===== src/rtl/branch_target_buffer_pkg.sv =====
// Shared definitions for the branch target buffer: update kinds,
// default geometry and saturating counter helpers.
package branch_target_buffer_pkg;

  localparam int unsigned DEF_ENTRIES = 16;
  localparam int unsigned DEF_CTR_W   = 2;

  typedef enum logic [1:0] {
    KIND_BR  = 2'b00,  // conditional branch (beq/bne)
    KIND_J   = 2'b01,  // direct jump (j/jal)
    KIND_JR  = 2'b10,  // indirect jump (jr/jalr)
    KIND_RSV = 2'b11   // reserved, ignored
  } upd_kind_e;

  // All-ones value of a w-bit counter, w in 1..32.
  function automatic logic [31:0] ctr_max(input int unsigned w);
    return 32'hFFFF_FFFF >> (32 - w);
  endfunction

  function automatic logic [31:0] sat_inc(input logic [31:0] v, input int unsigned w);
    return (v >= ctr_max(w)) ? v : v + 32'd1;
  endfunction

  function automatic logic [31:0] sat_dec(input logic [31:0] v, input int unsigned w);
    return (v == 32'd0) ? v : v - 32'd1;
  endfunction

endpackage


===== src/rtl/branch_target_buffer_sat_counter.sv =====
// Saturating up/down direction counter with synchronous load.
module bp_sat_counter
  import branch_target_buffer_pkg::*;
#(
  parameter int unsigned CTR_W = DEF_CTR_W
) (
  input  logic             clk,
  input  logic             reset,
  input  logic             inc,
  input  logic             dec,
  input  logic             load,
  input  logic [CTR_W-1:0] load_val,
  output logic [CTR_W-1:0] value
);

  // Load has priority over counting; inc and dec are never both set.
  always_ff @(posedge clk) begin
    if (reset)     value <= '0;
    else if (load) value <= load_val;
    else if (inc)  value <= CTR_W'(sat_inc(32'(value), CTR_W));
    else if (dec)  value <= CTR_W'(sat_dec(32'(value), CTR_W));
  end

endmodule


===== src/rtl/branch_target_buffer.sv =====
// Direct-mapped branch target buffer with zero-latency lookup, EX-stage
// update/mispredict detection and saturating performance counters.
module branch_target_buffer
  import branch_target_buffer_pkg::*;
#(
  parameter int unsigned ENTRIES = DEF_ENTRIES,
  parameter int unsigned ADDR_W  = 32,
  parameter int unsigned CTR_W   = DEF_CTR_W,
  parameter int unsigned STAT_W  = 32
) (
  input  logic              clk,
  input  logic              reset,
  input  logic              bp_enable,
  input  logic              lookup_valid,
  input  logic [ADDR_W-1:0] lookup_pc,
  output logic              pred_hit,
  output logic              pred_taken,
  output logic [ADDR_W-1:0] pred_target,
  input  logic              upd_valid,
  input  logic [1:0]        upd_kind,
  input  logic [ADDR_W-1:0] upd_pc,
  input  logic              upd_taken,
  input  logic [ADDR_W-1:0] upd_target,
  input  logic              upd_pred_taken,
  input  logic [ADDR_W-1:0] upd_pred_target,
  output logic              mispredict,
  output logic [ADDR_W-1:0] redirect_pc,
  output logic [STAT_W-1:0] stat_lookups,
  output logic [STAT_W-1:0] stat_hits,
  output logic [STAT_W-1:0] stat_mispredicts
);

  localparam int unsigned IDX_W = $clog2(ENTRIES);
  localparam int unsigned TAG_W = ADDR_W - IDX_W - 2;
  localparam logic [CTR_W-1:0] CTR_WEAK = CTR_W'(1) << (CTR_W - 1);

  logic [ENTRIES-1:0] valid;
  logic [TAG_W-1:0]   tags    [ENTRIES];
  logic [ADDR_W-3:0]  targets [ENTRIES];
  logic [CTR_W-1:0]   ctrs    [ENTRIES];

  logic [IDX_W-1:0] lk_idx, upd_idx;
  logic [TAG_W-1:0] lk_tag, upd_tag;
  logic [CTR_W-1:0] lk_ctr;
  logic             upd_hit;
  upd_kind_e        kind;

  assign lk_idx  = lookup_pc[IDX_W+1:2];
  assign lk_tag  = lookup_pc[ADDR_W-1:IDX_W+2];
  assign upd_idx = upd_pc[IDX_W+1:2];
  assign upd_tag = upd_pc[ADDR_W-1:IDX_W+2];
  assign kind    = upd_kind_e'(upd_kind);
  assign lk_ctr  = ctrs[lk_idx];
  assign upd_hit = valid[upd_idx] & (tags[upd_idx] == upd_tag);

  // Counter MSB set is the same as being at or above the weakly-taken value.
  assign pred_hit    = lookup_valid & valid[lk_idx] & (tags[lk_idx] == lk_tag);
  assign pred_taken  = bp_enable & pred_hit & (lk_ctr >= CTR_WEAK);
  assign pred_target = pred_taken ? {targets[lk_idx], 2'b00} : lookup_pc + ADDR_W'(4);

  assign mispredict  = upd_valid & (kind != KIND_RSV) &
                       ((upd_pred_taken != upd_taken) |
                        (upd_taken & (upd_pred_target != upd_target)));
  assign redirect_pc = upd_taken ? upd_target : upd_pc + ADDR_W'(4);

  logic             alloc, wr_target, inval, ctr_inc, ctr_dec, ctr_load;
  logic [CTR_W-1:0] ctr_load_val;

  // Decode the resolved instruction into entry write controls.
  always_comb begin
    alloc        = 1'b0;
    wr_target    = 1'b0;
    inval        = 1'b0;
    ctr_inc      = 1'b0;
    ctr_dec      = 1'b0;
    ctr_load     = 1'b0;
    ctr_load_val = '0;
    if (upd_valid) begin
      case (kind)
        KIND_BR: begin
          if (upd_hit) begin
            ctr_inc   = upd_taken;
            ctr_dec   = ~upd_taken;
            wr_target = upd_taken;
          end else if (upd_taken) begin
            alloc        = 1'b1;
            ctr_load     = 1'b1;
            ctr_load_val = CTR_WEAK;
          end
        end
        KIND_J: begin
          alloc        = 1'b1;
          ctr_load     = 1'b1;
          ctr_load_val = '1;
        end
        KIND_JR:  inval = upd_hit;
        default: ;
      endcase
    end
  end

  // Entry valid/tag/target storage; reset wins over a same-cycle update.
  always_ff @(posedge clk) begin
    if (reset) begin
      valid <= '0;
      for (int unsigned i = 0; i < ENTRIES; i++) begin
        tags[i]    <= '0;
        targets[i] <= '0;
      end
    end else begin
      if (alloc) begin
        valid[upd_idx] <= 1'b1;
        tags[upd_idx]  <= upd_tag;
      end
      if (alloc | wr_target) targets[upd_idx] <= upd_target[ADDR_W-1:2];
      if (inval) valid[upd_idx] <= 1'b0;
    end
  end

  for (genvar e = 0; e < ENTRIES; e++) begin : g_ctr
    logic sel;
    assign sel = (upd_idx == IDX_W'(e));
    bp_sat_counter #(.CTR_W(CTR_W)) u_ctr (
      .clk      (clk),
      .reset    (reset),
      .inc      (ctr_inc & sel),
      .dec      (ctr_dec & sel),
      .load     (ctr_load & sel),
      .load_val (ctr_load_val),
      .value    (ctrs[e])
    );
  end

  // Saturating performance counters.
  always_ff @(posedge clk) begin
    if (reset) begin
      stat_lookups     <= '0;
      stat_hits        <= '0;
      stat_mispredicts <= '0;
    end else begin
      if (lookup_valid && stat_lookups != '1)   stat_lookups     <= stat_lookups + 1'b1;
      if (pred_hit && stat_hits != '1)          stat_hits        <= stat_hits + 1'b1;
      if (mispredict && stat_mispredicts != '1) stat_mispredicts <= stat_mispredicts + 1'b1;
    end
  end

endmodule


===== config.mk =====
export PLATFORM = sky130hd
export DESIGN_NAME = branch_target_buffer
export DESIGN_NICKNAME = d
export VERILOG_FILES = /design/src/rtl/branch_target_buffer_pkg.sv /design/src/rtl/branch_target_buffer_sat_counter.sv /design/src/rtl/branch_target_buffer.sv
export SDC_FILE = /design/constraint.sdc
export NUM_CORES = 2
export LEC_CHECK = 0
export ABC_CLOCK_PERIOD_IN_PS = 6400
export CORE_MARGIN = 10
export CORE_UTILIZATION = 55
export DETAILED_ROUTE_END_ITERATION = 8
export PLACE_DENSITY = 0.74
export SYNTH_ARGS = -nofsm -noshare
export SYNTH_HDL_FRONTEND = slang
export SYNTH_SLANG_ARGS = --single-unit

===== constraint.sdc =====
create_clock -name clk -period 6.4 [get_ports clk]
set_clock_uncertainty 0.05 [all_clocks]
set_input_delay 1.28 -clock clk [delete_from_list [all_inputs] [get_ports clk]]
set_output_delay 1.28 -clock clk [all_outputs]
set_load 0.01 [all_outputs]

Yosys cells after proc, flatten, opt, wreduce, memory -nomap -nowiden

Memory sizes are Yosys's and may differ from the RTL's.
Cells that the tools add are included.

Eq/ne operators: 57
Add/sub/neg operators: 37
Magnitude comparators: 21
Bitwise operators: 63
Reductions and logical operators: 56
Muxes and demuxes: 124

Operator list:

| kind                                                  | number |
|---|---|
| two-way mux 2 bit                                     | 85 |
| adder 32 x 1 -> 32 bit, second input constant         | 3 |
| inequality test 32 bit, second input constant         | 3 |
| adder 32 x 3 -> 32 bit, second input constant         | 2 |
| two-way mux 32 bit                                    | 2 |
| AND 1 bit                                             | 56 |
| == test 26 bit                                        | 2 |
| two-way mux 16 bit                                    | 3 |
| inequality test 3 x 1 -> 1 bit, second input constant | 16 |
| inequality test 3 bit, second input constant          | 16 |
| AND reduction 3 bit                                   | 16 |
| nonzero test 3 bit                                    | 16 |
| >= comparator 2 bit, second input constant            | 17 |
| zero test 2 bit                                       | 17 |
| adder 2 x 1 -> 2 bit, second input constant           | 16 |
| == test 4 bit, second input constant                  | 8 |
| inequality test 32 bit                                | 1 |
| subtractor 2 x 1 -> 2 bit, second input constant      | 16 |
| two-way mux 30 bit                                    | 1 |
| OR reduction 30 bit                                   | 1 |
| two-way mux 26 bit                                    | 1 |
| OR reduction 26 bit                                   | 1 |
| two-way mux 1 bit                                     | 24 |
| AND 16 bit                                            | 1 |
| 23 further kinds                                      | 34 |

Bits in writable memories: 896
Flip-flop bits (word level): 144
Memories kept: 2

Memory list:

| name    | depth | width | read ports | clocked after memory_dff | wr ports | RTL line                   | source |
|---|---|---|---|---|---|---|---|
| targets | 16    | 30    | 1          | 0                        | 16       | branch_target_buffer.sv:39 | `logic [ADDR_W-3:0] targets [ENTRIES];` |
| tags    | 16    | 26    | 2          | 0                        | 16       | branch_target_buffer.sv:38 | `logic [TAG_W-1:0] tags [ENTRIES];` |

Logic depth before layout (Yosys ltp)

Depth in word-level cells: 12
Depth in mapped cells: 16
Depth with buffers taken out: 10

Hierarchy

Synthesis repeated with hierarchy kept, for this count alone.

Cells, all modules: 4,317
Area, all modules: 55,539.5 um^2

Modules (own cells, without submodules):

| module               | area an instance (um^2) | times used | cells each |
|---|---|---|---|
| branch_target_buffer | 53,717.8                | 1          | 4,109 |
| bp_sat_counter       | 113.9                   | 16         | 13 |

Least setup slack after synthesis

No wires, ideal clock.

Path kind: input port to flip-flop
Start: input port upd_pc[2]
End: memory tags[10][0] (netlist bit), enable pin
Slack: 742 ps
Cell stages on the path: 11
Library setup time: 445 ps
Buffers on the path: 3
Arrival time: 5,163 ps
Cell sequence: buf_4 -> buf_4 -> mux4_2 -> o221ai_1 -> o21ai_0 -> o22a_1 -> and4bb_2 -> nand4_2 -> o21ai_2 -> clkbuf_1 -> o21ai_0

RTL lines:

| what               | RTL line                   | source |
|---|---|---|
| start: declaration | branch_target_buffer.sv:21 | `input logic [ADDR_W-1:0] upd_pc,` |
| end: declaration   | branch_target_buffer.sv:38 |  |

Final worst setup path

Start: input port lookup_pc[2]
End: output port pred_target[3]

Cells in the longest elaborated chain, start to end: 7

Ends and longest elaborated chain:

| what                                                                              | RTL line                   | source |
|---|---|---|
| start: declaration                                                                | branch_target_buffer.sv:15 | `input logic [ADDR_W-1:0] lookup_pc,` |
| parallel branches: the longest is 6 deep, another holds memory read (16 x 26 bit) | --                         |  |
| two-way mux 32 bit *                                                              | branch_target_buffer.sv:59 | `assign pred_target = pred_taken ? {targets[lk_idx], 2'b00} : lookup_pc + ADDR_W'(4);` |
| end: declaration                                                                  | branch_target_buffer.sv:18 | `output logic [ADDR_W-1:0] pred_target,` |

Mark *: on every way between the ends. The select of a mux whose other input is x is not followed.

==> flow_metrics.tcl <==
set metrics [dict create \
    cts.path.max_buffers 3 \
    fin_crit_ns 6.399 \
    ir_worst_vdd_mv 0.2298 \
    vias_per_cell 6.798 \
    root_buffer "clkbuf_16" \
    setup_ws_ns 0.0008775 \
    synth_edf_count 896 \
    drc 0 \
    yosys-top-cells-count "896 x edfxtp_1, 644 x and2_1, 332 x mux4_2" \
    drt_iter0_markers 6816 \
    maxCapViolCount 0 \
    fp.coreArea_sq_um 98130 \
    ys_async_sr_fraction_pct 0 \
    status "finished clean" \
    die_area_sq_um 111600 \
    hold_depth 2 \
    rsz0062_at_grt "no" \
    yosys_warnings 0 \
    worst_setup_path_end_kind "output port" \
    switchingPower_mw 4.115 \
    fin_cells 5907 \
    ys_seq_area_share_pct 54.93 \
    synth_flop_cell "edfxtp_1" \
    grt_pass1_vias 38750 \
    area_growth_pct 18.20 \
    port_buffers 299 \
    synth_most_common_cell "edfxtp_1" \
    cpPeakStageDelay_ns 0.51 \
    drt_pre_antenna_iters 6 \
    cts_tree "yes" \
    comb_power_share_pct 12.8 \
    fin_nets 4676 \
    crit_cells 13 \
    grt.overflow.total 0 \
    top_usage_layer "met2" \
    swShare_pct 25.47 \
    grt_max_degree 90 \
    slew_headroom_pct 16.37 \
    routed_wl_um 195800 \
    p_per_area_nw_per_um2 252.0 \
    ff2ff_path_depth 13 \
    dp_slack_ns 0.1204 \
    drv_slew 0 \
    post_drt_wl_per_cell_um 33.14 \
    grt_first_pass_wirelength_um 277700 \
    fmax_mhz 156.3 \
    ys_types 76 \
    power.share.clock_pct 38.7 \
    htreeDepth 3 \
    final_area_sq_um 64100 \
    critPathBufInv 4 \
    fp-row-count 115 \
    yosys.area.top_type_share_pct 49.61 \
    critPathKind "in2out" \
    place_area_sq_um 60580 \
    leakage_nw 21.89 \
    yosys.area.top_type "edfxtp_1" \
    fin_crit_sh_pct 99.99 \
    cp_cell_sequence "buf_8 > buf_12 > mux4_2 > mux2i_1 > mux2i_1 > xor2_1 > nand4b_1 > nor4_1 > nand4b_1 > nor2_1 > buf_4 > mux2_2 > clkdlybuf4s50_1" \
    ys_top_cells_by_area "edfxtp_1 50%, mux4_2 14%, and2_1 7.4%" \
    synth_area_sq_um 54230 \
    power_frac_seq_pct 48.5 \
    cpMaxStageDelayCell "mux4_2" \
    hp-class "reg2reg" \
    cts.clk_slew.worst_paths_ns 0.06 \
    place_inst 5709 \
    dpl.hpwl_um 132400 \
    ant_nets 0 \
    path_max_fanout 13 \
    p_int_mw 12.04 \
    ys_ff_latch 1040 \
    met2_usage_pct 52.46 \
    antenna_found_initial 9 \
    crit_family "multiplexers" \
    worst_slew_pin_slew_ns 1.250 \
    setup_viol 0 \
    drive_above_1_share_pct 20.42 \
    clk_latency_ns 0.72 \
    cp.arrival_ns 5.07 \
    finalPower_mw 16.16 \
    cp-start-kind "input pin" \
    gp_congestion 1.033 \
    dieHeight_um 334.0 \
    fin_setup_tns_ns 0 \
    syn_area_per_cell_sq_um 12.96 \
    hold_buffers 0 \
    use_met1_pct 43.44 \
    synth_nets 4328 \
    gr-usage-met3_pct 12.68 \
    num_vias 40160 \
    postSynthCellCount 4183 \
    die_x_um 334.0 \
    timing.final.hold_violations 0 \
    cts_buffers 106 \
    clock-sinks 1040 \
    io_pins 300 \
    worstPathRequired_ns 5.07 \
    track_usage_pct 34.22 \
    start_util_pct 55.26 \
]
## worst reg2reg max path, cell delays in order, from the launching register on
cell,delay [ns]
edfxtp_1,0.42
mux4_2,0.49
mux2i_1,0.14
buf_4,0.14
xnor2_1,0.14
o2111ai_1,0.14
nor4_1,0.66
buf_4,0.22
o211a_1,0.26
a41oi_1,0.21
o21ai_4,0.25
buf_12,0.21
buf_4,0.50
nor3_1,0.13
## metal layers
layer / part of all wire (%) / wire length [um]
met1: 35 / 67890
met2: 45 / 87970
met5: 0.028 / 55
met3: 15 / 29970
met4: 5.0 / 9873
## final timing paths
check,startpoint,slack (ns),to
hold reg to reg,g_ctr[3].u_ctr.value[0],0.43,g_ctr[3].u_ctr.value[1]
setup reg to reg,tags[10][2],2.15,tags[2][18]
setup / recovery,lookup_pc[2],0.0009,pred_target[3]
hold / removal,g_ctr[3].u_ctr.value[0],0.43,g_ctr[3].u_ctr.value[1]
## power by group through the flow
stage | Clock (mW) | Combinational [mW] | Sequential, mW
floorplan | 0 | 1.08 | 7.90
global placement | 0 | 1.98 | 7.95
detailed placement | 0 | 2.00 | 7.96
CTS | 6.28 | 2.00 | 7.82
global route | 6.53 | 2.11 | 7.85
finish | 6.25 | 2.07 | 7.83
## cell families after synthesis
kind of cell    share of synthesized area [%]
xor+xnor                                3.424
compound gates                          4.977
simple gates                            15.57
buf+inv                                 3.565
flops                                   54.93
mux                                     17.35
fa+ha+maj                              0.1846
## cell usage in the layout, fill, tap and decap left out, types with 38 or more instances in the layout
cell / instances
a21oi_1: 93
and2_1: 644
and3_1: 38
buf_12: 50
buf_4: 273
clkbuf_16: 109
clkdlybuf4s50_1: 289
dfxtp_1: 144
edfxtp_1: 896
inv_1: 41
mux2i_1: 152
mux4_2: 332
nand2_1: 202
nand3_1: 60
nor2_1: 158
nor3_1: 296
o21ai_0: 86
xnor2_1: 90
xor2_1: 121
## through the flow
| stage | utilization, % | hold WS [ns] |
|---|---|---|
| after global placement | 61.74 | 0.4106 |
| after detailed placement | 61.74 | 0.4202 |
| after floorplan | - | 0.3947 |
| final | 65.32 | 0.4322 |
| after global routing | 65.32 | 0.4418 |
| after CTS | 65.27 | 0.4305 |
## repair_timing
| action | in CTS | in global routing |
|---|---|---|
| setup endpoints to repair | 0 | 12 |
| buffers inserted | 0 | 1 |
| gates resized for setup | 0 | 8 |
## sequential cells by signal, summed over array words and instances, names as in the netlist
name	cells
g_ctr.u_ctr.value	32
valid	16
stat_lookups	32
targets	480
stat_mispredicts	32
stat_hits	32
tags	416
## cell type report
cell class	instances	area [sq um]
Antenna cell	2	5.005
Fill cell	7109	34030
Timing Repair Buffer	621	6062
Multi-Input combinational cell	2709	22970
Tap cell	1287	1610
Inverter	53	200.2
Sequential cell	1040	29790
Clock inverter	64	639.4
Clock buffer	131	2830
Note: power is estimated with default switching activity, not from simulation.
